===== src/rtl/counter_pkg.sv =====
// Shared definitions for the programmable counter family: end-of-range mode
// encodings and a range clamp used when loading values.
package counter_pkg;

  localparam logic [1:0] MODE_WRAP   = 2'd0;
  localparam logic [1:0] MODE_STOP   = 2'd1;
  localparam logic [1:0] MODE_RELOAD = 2'd2;

  function automatic logic [31:0] clamp(input logic [31:0] v,
                                        input logic [31:0] lo,
                                        input logic [31:0] hi);
    if (v < lo) return lo;
    if (v > hi) return hi;
    return v;
  endfunction

endpackage


===== src/rtl/prescaler_tick.sv =====
// Clock-enable divider: emits one step per PRESCALE enabled cycles.
// Reusable for LED blink and debounce timing.
module prescaler_tick #(
  parameter int PRESCALE = 1,
  parameter int PS_BITS  = 1
) (
  input  logic clk,
  input  logic rst_n,
  input  logic clr,
  input  logic enable,
  output logic step
);

  localparam logic [PS_BITS-1:0] LAST = PS_BITS'(PRESCALE - 1);

  logic [PS_BITS-1:0] r_cnt;
  logic               w_last;

  assign w_last = (r_cnt == LAST);
  assign step   = enable && w_last;

  // Disabled cycles freeze the phase rather than restarting it.
  always_ff @(posedge clk or negedge rst_n) begin
    if (!rst_n)      r_cnt <= '0;
    else if (clr)    r_cnt <= '0;
    else if (enable) r_cnt <= w_last ? '0 : r_cnt + 1'b1;
  end

endmodule


===== src/rtl/prog_counter.sv =====
// Programmable up/down counter with wrap/stop/reload end-of-range handling,
// parallel load, prescaled stepping and a registered terminal-count pulse.
module prog_counter
  import counter_pkg::*;
#(
  parameter int WIDTH       = 8,
  parameter int MIN_VALUE   = 0,
  parameter int MAX_VALUE   = 255,
  parameter int RESET_VALUE = 0,
  parameter int PRESCALE    = 1,
  parameter int PS_BITS     = 1
) (
  input  logic             clk,
  input  logic             rst_n,
  input  logic             srst,
  input  logic             enable,
  input  logic             count_down,
  input  logic [1:0]       mode,
  input  logic             load,
  input  logic [WIDTH-1:0] load_value,
  output logic [WIDTH-1:0] count,
  output logic             at_limit,
  output logic             tc
);

  localparam logic [WIDTH-1:0] MIN_V = WIDTH'(MIN_VALUE);
  localparam logic [WIDTH-1:0] MAX_V = WIDTH'(MAX_VALUE);
  localparam logic [WIDTH-1:0] RST_V = WIDTH'(RESET_VALUE);

  logic [WIDTH-1:0] r_count, r_reload;
  logic             r_tc;
  logic [WIDTH-1:0] w_lim, w_next, w_load_c;
  logic             w_step, w_at, w_clr;

  assign w_clr = srst | load;

  prescaler_tick #(
    .PRESCALE (PRESCALE),
    .PS_BITS  (PS_BITS)
  ) u_ps (
    .clk    (clk),
    .rst_n  (rst_n),
    .clr    (w_clr),
    .enable (enable),
    .step   (w_step)
  );

  assign w_lim    = count_down ? MIN_V : MAX_V;
  assign w_at     = (r_count == w_lim);
  assign w_load_c = WIDTH'(clamp(32'(load_value), 32'(MIN_VALUE), 32'(MAX_VALUE)));

  // Reserved mode 3 falls into the default arm and holds like STOP.
  always_comb begin
    w_next = r_count;
    if (!w_at) begin
      w_next = count_down ? r_count - 1'b1 : r_count + 1'b1;
    end else begin
      case (mode)
        MODE_WRAP:   w_next = count_down ? MAX_V : MIN_V;
        MODE_RELOAD: w_next = r_reload;
        default:     w_next = r_count;
      endcase
    end
  end

  always_ff @(posedge clk or negedge rst_n) begin
    if (!rst_n) begin
      r_count  <= RST_V;
      r_reload <= RST_V;
      r_tc     <= 1'b0;
    end else if (srst) begin
      r_count  <= RST_V;
      r_reload <= RST_V;
      r_tc     <= 1'b0;
    end else if (load) begin
      r_count  <= w_load_c;
      r_reload <= w_load_c;
      r_tc     <= 1'b0;
    end else begin
      // Only an arrival at the limit pulses tc; sitting on it does not.
      r_tc <= w_step && (w_next == w_lim) && !w_at;
      if (w_step) r_count <= w_next;
    end
  end

  assign count    = r_count;
  assign at_limit = w_at;
  assign tc       = r_tc;

endmodule

===== config.mk =====
export PLATFORM = sky130hd
export DESIGN_NAME = prog_counter
export DESIGN_NICKNAME = d
export VERILOG_FILES = /design/src/rtl/counter_pkg.sv /design/src/rtl/prescaler_tick.sv /design/src/rtl/prog_counter.sv
export SDC_FILE = /design/constraint.sdc
export NUM_CORES = 1
export LEC_CHECK = 0
export ABC_AREA = 1
export CAP_MARGIN = 10
export CORE_MARGIN = 2
export CORE_UTILIZATION = 53
export DETAILED_ROUTE_END_ITERATION = 16
export HOLD_SLACK_MARGIN = 0.03
export PLACE_DENSITY = 0.86
export SYNTH_ARGS = -nofsm -noshare
export SYNTH_HDL_FRONTEND = slang
export SYNTH_SLANG_ARGS = --single-unit
export TNS_END_PERCENT = 50

===== constraint.sdc =====
create_clock -name clk -period 2.3 [get_ports clk]
set_input_delay 0.345 -clock clk [delete_from_list [all_inputs] [get_ports clk]]
set_output_delay 0.345 -clock clk [all_outputs]
set_load 0.05 [all_outputs]

Word level (Yosys, flattened, before mapping). Index checks and enable logic that the tools add are counted.

Input bits: 16. Bits in registers: 18. Logic and storage cells: 35.

Bitwise logic cells: 2. Add/sub/neg operators: 3. Reductions and logical operators: 8. Multiplexer cells: 15. Equal/unequal tests: 3.

Operators by type and width (count): two-way mux 8 bit (9); == test 8 bit (2); case mux 8 bit (2 select lines) (1); adder 8 x 1 -> 8 bit, second input constant (1); subtractor 8 x 1 -> 8 bit, second input constant (1); two-way mux 1 bit (5); nonzero test 2 bit (2); logical AND 1 bit (3); nonzero test 3 bit (1); == test 2 bit, second input constant (1); zero test 2 bit (1); adder 1 bit, second input constant (1); zero test 1 bit (1); inverter 1 bit (1); bitwise OR 1 bit (1).

Depth between registers and ports, before layout.
Depth after elaboration: 8. Depth in mapped cells: 13. Depth with buffers taken out: 13.

Modules after synthesis. From an unflattened synthesis, not the netlist that was laid out.

Cells, all modules: 232. Area, all modules: 1481.4 um2.

Modules (own cells, without submodules): prog_counter (area an instance 1473.9 um2, cells an instance 231, times used 1, sequential area each 425.4 um2); prescaler_tick (area an instance 7.5 um2, cells an instance 1, times used 1, sequential area each 0.0 um2).

Worst setup path before layout. Ideal clock, no wire load.

Path type: reg-to-reg. Start point: register r_count[3], in the netlist count[3]. End point: register r_tc, in the netlist tc. Path buffers: 0. Required time: 2.227 ns. Clock period less this slack: 2.247 ns. Slack: 0.053 ns. Arrival: 2.174 ns. Stages on the path, launching flop included: 12. Cell sequence: dfrtp_1 ha_1 nand2_2 nor2_1 nand2_1 nor2_4 nand2_1 nand2_2 nand3_2 nor2_1 nand3_1 a21oi_2.

Elaborated cells between the ends (all ways): 12.

RTL lines: from (decl) (RTL line prog_counter.sv:30) `logic [WIDTH-1:0] r_count, r_reload;`; from (signal assigned) (RTL line prog_counter.sv:76) `r_count <= w_load_c;`; from (signal assigned) (RTL line prog_counter.sv:82) `if (w_step) r_count <= w_next;`; == test 8 bit * (RTL line prog_counter.sv:49) `assign w_at = (r_count == w_lim);`; via at_limit (RTL line prog_counter.sv:22) `output logic at_limit,`; two-way mux 8 bit (RTL line prog_counter.sv:55) `if (!w_at) begin`; == test 8 bit (RTL line prog_counter.sv:81) `r_tc <= w_step && (w_next == w_lim) && !w_at;`; logical AND 1 bit (RTL line prog_counter.sv:81); logical AND 1 bit * (RTL line prog_counter.sv:81); two-way mux 1 bit * (RTL line prog_counter.sv:75) `end else if (load) begin`; two-way mux 1 bit * (RTL line prog_counter.sv:71) `end else if (srst) begin`; to (signal assigned) (RTL line prog_counter.sv:81); to (decl) (RTL line prog_counter.sv:31) `logic r_tc;`.

The timed path passes the listed nets; every way through them passes the cells marked *. A chain may end at the register's enable or synchronous reset.

Final worst setup path.
Start point: input count_down. End point: output at_limit.

Cells in the longest elaborated chain, start to end: 2.

Ends and longest elaborated chain: from (decl) (RTL line prog_counter.sv:17) `input logic count_down,`; two-way mux 8 bit (RTL line prog_counter.sv:48) `assign w_lim = count_down ? MIN_V : MAX_V;`; == test 8 bit (RTL line prog_counter.sv:49); to (decl) (RTL line prog_counter.sv:22).

No other way between the ends.

==> results.json <==
{
  "fmax_mhz": 456,
  "drv_cap": 0,
  "wl_per_cell_um": 12.2,
  "first_pass_iters": 5,
  "mostFrequentLayoutCells": "nand2_1 (90), nor2_1 (24), clkdlybuf4s50_1 (24)",
  "power_density_nw_per_um2": 549,
  "cts_tree": "built",
  "die_w_um": 57.0,
  "cpPeakStageDelay_ps": 420,
  "total_leakage_power_nw": 1.01,
  "ys_ff_latch": 17,
  "crit_path_start_kind": "input port",
  "grt_pass1_vias": 1507,
  "die_h_um": 57.0,
  "vias_per_cell": 5.12,
  "met3_length_um": 128,
  "ys_seq_area_share_pct": 28.6,
  "place_ws_ps": -184,
  "cp_data_required_time_ps": 1960,
  "ioPinCount": 26,
  "fin_skew_ps": 9.90,
  "top_layer": "met4",
  "area_growth_pct": 35.2,
  "htree_levels": 1,
  "hp-class": "in2async",
  "place_hpwl_um": 3010,
  "grt_pass1_wl_um": 6390,
  "cp_cell_sequence": "clkdlybuf4s50_1, buf_6, ha_4, nand2_2, nor2_1, nand2_1, nor2_4, buf_4, buf_12",
  "max_slew.worst_pin.slew_ps": 760,
  "fin_crit_ps": 2190,
  "core_region_area_um2": 2710,
  "total_power_w": 0.00110,
  "layout_commonest_cell": "nand2_1",
  "initial_core_util_pct": 54.9,
  "num_rows": 19,
  "dr_wl_met2_um": 1810,
  "syn_avg_cell_area_um2": 6.22,
  "crit_buf_inv": 4,
  "syn_nets": 262,
  "cts.clk_slew.worst_paths_ps": 100,
  "reg2regPathDepth": 12,
  "drive_gt1_share_pct": 17.0,
  "drc": 0,
  "fillerInstances": 235,
  "final_nets": 306,
  "status": "finished clean",
  "port-buffer-count": 25,
  "multi_input_area_um2": 1020,
  "root_buffer": "clkbuf_4",
  "ys_warn_count": 0,
  "grt_usage_pct": 24.9,
  "drt_iter0_markers": 105,
  "worst-path-max-fanout": 8,
  "seq_area_um2": 425,
  "hold_ws_ps": 471,
  "clkSinkCount": 17,
  "finalCritPeriodShare_pct": 95.3,
  "cp.arrival_ps": 1850,
  "routed-via-count": 1604,
  "routed_wl_um": 3820,
  "ant_nets": 0,
  "cp.depth": 9,
  "num_antenna_cells": 0,
  "clkLatencyLatePin_ps": 310,
  "max-vdd-ir-drop_uv": 491,
  "overflow": 0,
  "wl_met1_um": 1790,
  "slew_viol_final": 0,
  "gp_congestion": 0.968,
  "max_slew_margin_pct": 49.2,
  "syn-cell-area_um2": 1490,
  "clockBufferDepth": 2,
  "antenna_found_initial": 0,
  "numCtsBuffers": 3,
  "path_class": "in2out",
  "cts_hold_buf": 0,
  "critPathSlowestCell": "clkdlybuf4s50_1",
  "rsz0062_at_grt": "false",
  "syn_inst": 239,
  "endpoint_kind": "output pin",
  "cpLargestDelayFamily": "buffers and inverters",
  "finalWorstSetupSlack_ps": 109,
  "finalSetupViolCount": 0,
  "final-hold-violation-count": 0,
  "grt_max_degree": 19,
  "dieArea_um2": 3250,
  "synth_cell_types": 27
}
==> through the flow <==
stage / area [um2] / utilization (%) / setup TNS (ps) / std cells
2_1_floorplan: 1490 / - / 0 / 239
3_3_place_gp: 1890 / 69.8 / -406 / 308
3_5_place_dp: 1890 / 69.8 / -644 / 308
4_1_cts: 1950 / 72.0 / 0 / 313
5_1_grt: 2010 / 74.2 / 0 / 313
6_report: 2010 / 74.2 / 0 / 313
==> layout make-up <==
class | instances | area share (%)
Clock buffer | 4 | 1.31
Inverter | 26 | 4.98
Multi-Input combinational cell | 192 | 50.8
Sequential cell | 17 | 21.1
Tap cell | 31 | 1.93
Timing Repair Buffer | 43 | 19.8
==> worst paths after layout <==
check	from	end	slack (ps)
max reg2reg	count[1]$_DFFE_PN0P_	tc$_DFF_PN0_	300
max	count_down	at_limit	110
min	rst_n	tc$_DFF_PN0_	470
min reg2reg	r_reload[3]$_DFFE_PN0P_	r_reload[3]$_DFFE_PN0P_	520
min in group clk	r_reload[3]$_DFFE_PN0P_	r_reload[3]$_DFFE_PN0P_	520
max in group asynchronous	rst_n	count[4]$_DFFE_PN0P_	1340
==> report_power, final <==
| group | switching, W | internal [W] |
|---|---|---|
| registers | 0.0000342 | 0.000324 |
| logic | 0.000330 | 0.000248 |
| clock network | 0.0000997 | 0.0000678 |
==> layer usage <==
metal | vias to the layer above | GRT usage [%]
met1 | 709 | 33.8
met5 | - | 0
met4 | 0 | 11.3
met3 | 9 | 1.36
li1 | 846 | -
met2 | 40 | 41.4
==> cell usage after synthesis (all sizes together) <==
master | number | area [um2]
a21o | 1 | 7.51
ha | 6 | 75.1
o22ai | 2 | 12.5
or2 | 1 | 6.26
nand4 | 2 | 12.5
a21oi | 8 | 55.1
xnor2 | 1 | 8.76
clkbuf | 3 | 11.3
fa | 1 | 20.0
nand2 | 99 | 397
nand3b | 4 | 30.0
buf | 1 | 11.3
inv | 26 | 100
dfrtp | 17 | 425
o21ai | 21 | 105
nand3 | 18 | 95.1
nor2 | 28 | 115
==> state kept, by name (all words and copies together) (netlist names) <==
register and cells:
count 8, r_reload 8, tc 1
==> repair_timing <==
item | CTS | global route
gates resized for setup | 2 | 8
buffers inserted | 1 | 0
hold endpoints to repair | 0 | 0
endpoints found under the setup margin | 1 | 2
cloned | 0 | 0
pin swaps | 1 | 0
==> kinds of logic after synthesis <==
group	Yosys count	share of synthesized area (%)
DFF	17	28.6
xor gates and xnor gates	1	0.589
buffers and inverters	30	8.24
AOI/OAI and AO/OA	32	12.1
and+or+nand+nor	152	44.1
adders and majority gates	7	6.39
No activity file was read; power rests on OpenSTA's default activity.
==> RTL change: new RTL, same flow settings <==
Change the parameter `WIDTH` from 8 to 10.
--- a/src/rtl/prog_counter.sv
+++ b/src/rtl/prog_counter.sv
@@ -3,7 +3,7 @@
 module prog_counter
   import counter_pkg::*;
 #(
-  parameter int WIDTH       = 8,
+  parameter int WIDTH       = 10,
   parameter int MIN_VALUE   = 0,
   parameter int MAX_VALUE   = 255,
   parameter int RESET_VALUE = 0,
Interface: changed (resized count and load_value); port bits go from 26 to 30. The function was not compared with the original's and may differ.
==> RTL change against the original RTL <==
- non-clock buffer count up 18
- routed wire length is 37% higher
- worst setup slack better by 14 ps
- design area grew 27%
- critical endpoint unchanged
- sequential cell count up 4
- synthesized area increased by 29%
- critical path depth is 3 lower
- power up 27%
- die area up 26%
- highest routed layer unchanged
- clock skew fell by 2.6 ps
- global-route usage increased by 1.6 points
- sequential share of layout area shrank 0.53 points
- final cell count up 27%
==> RTL change: results (changes against the original RTL) <==
Layout Cells excl Fill: 399 (was 313)
Clock Tree Buf Depth: 2 (unchanged)
H-tree Lvls: 1 (unchanged)
Number of diodes: 0 (unchanged)
Syn_nets: 320 (was 262)
Initial antenna violation count: 0 (unchanged)
Asr flop ratio synth: 1.00 (unchanged)
Vias after detailed routing: 2135 (was 1604)
VDD IR max: 0.425 mV (was 0.491 mV)
Crit path largest cell delay: 450 ps (was 420 ps)
Fillers: 287 (was 235)
Crit path max-delay cell type: dfrtp_1 (was clkdlybuf4s50_1)
Hold_ws: 339 ps (was 471 ps)
Commonest cells in the synthesized netlist: nand2_1, inv_1, nand3_1 (was nand2_1, nor2_1, inv_1)
Routed WL per cell: 13.1 um (was 12.2 um)
Hold/Removal Path Class: primary input to async pin (unchanged)
CTS Root Cell: clkbuf_4 (unchanged)
Main synth FF type: dfrtp_1 (unchanged)
Routability cong.: 0.986 (was 0.968)
Sequential-to-total area share from yosys stat: 0.275 (was 0.286)
Arr. time, crit path: 1830 ps (was 1850 ps)
Placed Cells: 390 (was 308)
Global-route wire length before repair: 8710 um (was 6390 um)
Clock slew at reported path FFs: 130 ps (was 100 ps)
Number of synthesized flops with an enable pin: 0 (unchanged)
HPWL after DPL: 4090 um (was 3010 um)
Synth Instances: 293 (was 239)
Pre-CTS WS: -268 ps (was -184 ps)
Pin count of the biggest net entering global routing: 22 (was 19)
Crit Path Max Fanout: 7 (was 8)
Distinct cell type count of the synthesized netlist: 31 (was 27)
Worst Skew: 7.35 ps (was 9.90 ps)
1st-pass router iterations: 5 (unchanged)
Yosys warns: 0 (unchanged)
Total CTS buffers: 3 (unchanged)
Leak Pwr: 1.33 nW (was 1.01 nW)
Share of post-route cells with drive strength above 1: 0.207 (was 0.170)
Nets: 381 (was 306)
DR iter-0 viols: 104 (was 105)
Synth top area cells: dfrtp_1, nand2_1, nand3_1, inv_1, ha_1 (was dfrtp_1, nand2_1, nor2_1, o21ai_0, nand3_1)
Worst-margin pin slew: 529 ps (was 760 ps)
Status: finished, final reports clean (unchanged)
Vias in the first global route: 1992 (was 1507)
Reg-to-reg slack, setup: 200 ps (was 300 ps)
# port buffers: 29 (was 25)
Count leader, synth: nand2_1 (unchanged)
Gr usage total: 0.266 (was 0.249)
Fmax: 459 MHz (was 456 MHz)
## RTL change: path summary, 6_finish.rpt
path,start,end,depth (start not counted)
worst max-delay path,count[2],at_limit,6
worst min-delay path,rst_n,r_reload[6],2
worst max register to register,count[0],tc,11
worst min register to register,r_reload[8],r_reload[8],2
max in group asynchronous,rst_n,r_reload[0],2
min in group clk,r_reload[8],r_reload[8],2
## RTL change: final cells by class
cell class | count | area share
clock inverter | 1 | 0.00196
tap | 46 | 0.0226
timing repair buffer | 61 | 0.215
multi-input combinational | 218 | 0.472
clock buffer | 3 | 0.00884
sequential | 21 | 0.206
inverter | 49 | 0.0736
## RTL change: critical path, delay by kind of cell (launching register included)
family	cells	cell delay, ps
buf+inv	2	250
simple gates	3	390
fa+ha+maj	1	420
flops	1	450
## RTL change: through the flow
step | area, um^2 | TNS (ps) | utilization
finish | 2550 | 0 | 0.752
global route | 2550 | 0 | 0.752
CTS | 2510 | 0 | 0.740
detailed placement | 2450 | -1290 | 0.723
global placement | 2450 | -793 | 0.723
floorplan | 1920 | 0 | -
## RTL change: cell families (layout without fill, tap and decap cells)
| logic type | after synthesis | in the layout | synth area share |
|---|---|---|---|
| simple gates | 172 | 172 | 0.426 |
| buf+inv | 54 | 114 | 0.110 |
| compound gates | 36 | 36 | 0.122 |
| flops | 21 | 21 | 0.275 |
| fa+ha+maj | 9 | 9 | 0.0628 |
| xor+xnor | 1 | 1 | 0.00458 |
## RTL change: metal layers
layer	track usage	vias up	wire, um
li1	-	1063	-
met1	0.344	967	2290
met2	0.465	92	2540
met3	0.0141	13	263
met4	0.0978	0	132
met5	0	-	0
## RTL change: what timing repair did
| item | in CTS | in global routing |
|---|---|---|
| setup endpoints to repair | 1 | 4 |
| hold endpoints to repair | 0 | 0 |
| resized for setup | 4 | 5 |
| setup buffers | 1 | 3 |
| pin swaps | 1 | 1 |
| cloned | 0 | 1 |
## RTL change: where the power goes
| group | internal (W) | leakage [nW] | switching (W) | total [W] |
|---|---|---|---|---|
| registers | 0.000400 | 0.270 | 0.0000380 | 0.000438 |
| logic | 0.000314 | 1.04 | 0.000457 | 0.000771 |
| clock network | 0.0000653 | 0.0177 | 0.000126 | 0.000191 |
| total | 0.000780 | 1.33 | 0.000621 | 0.00140 |
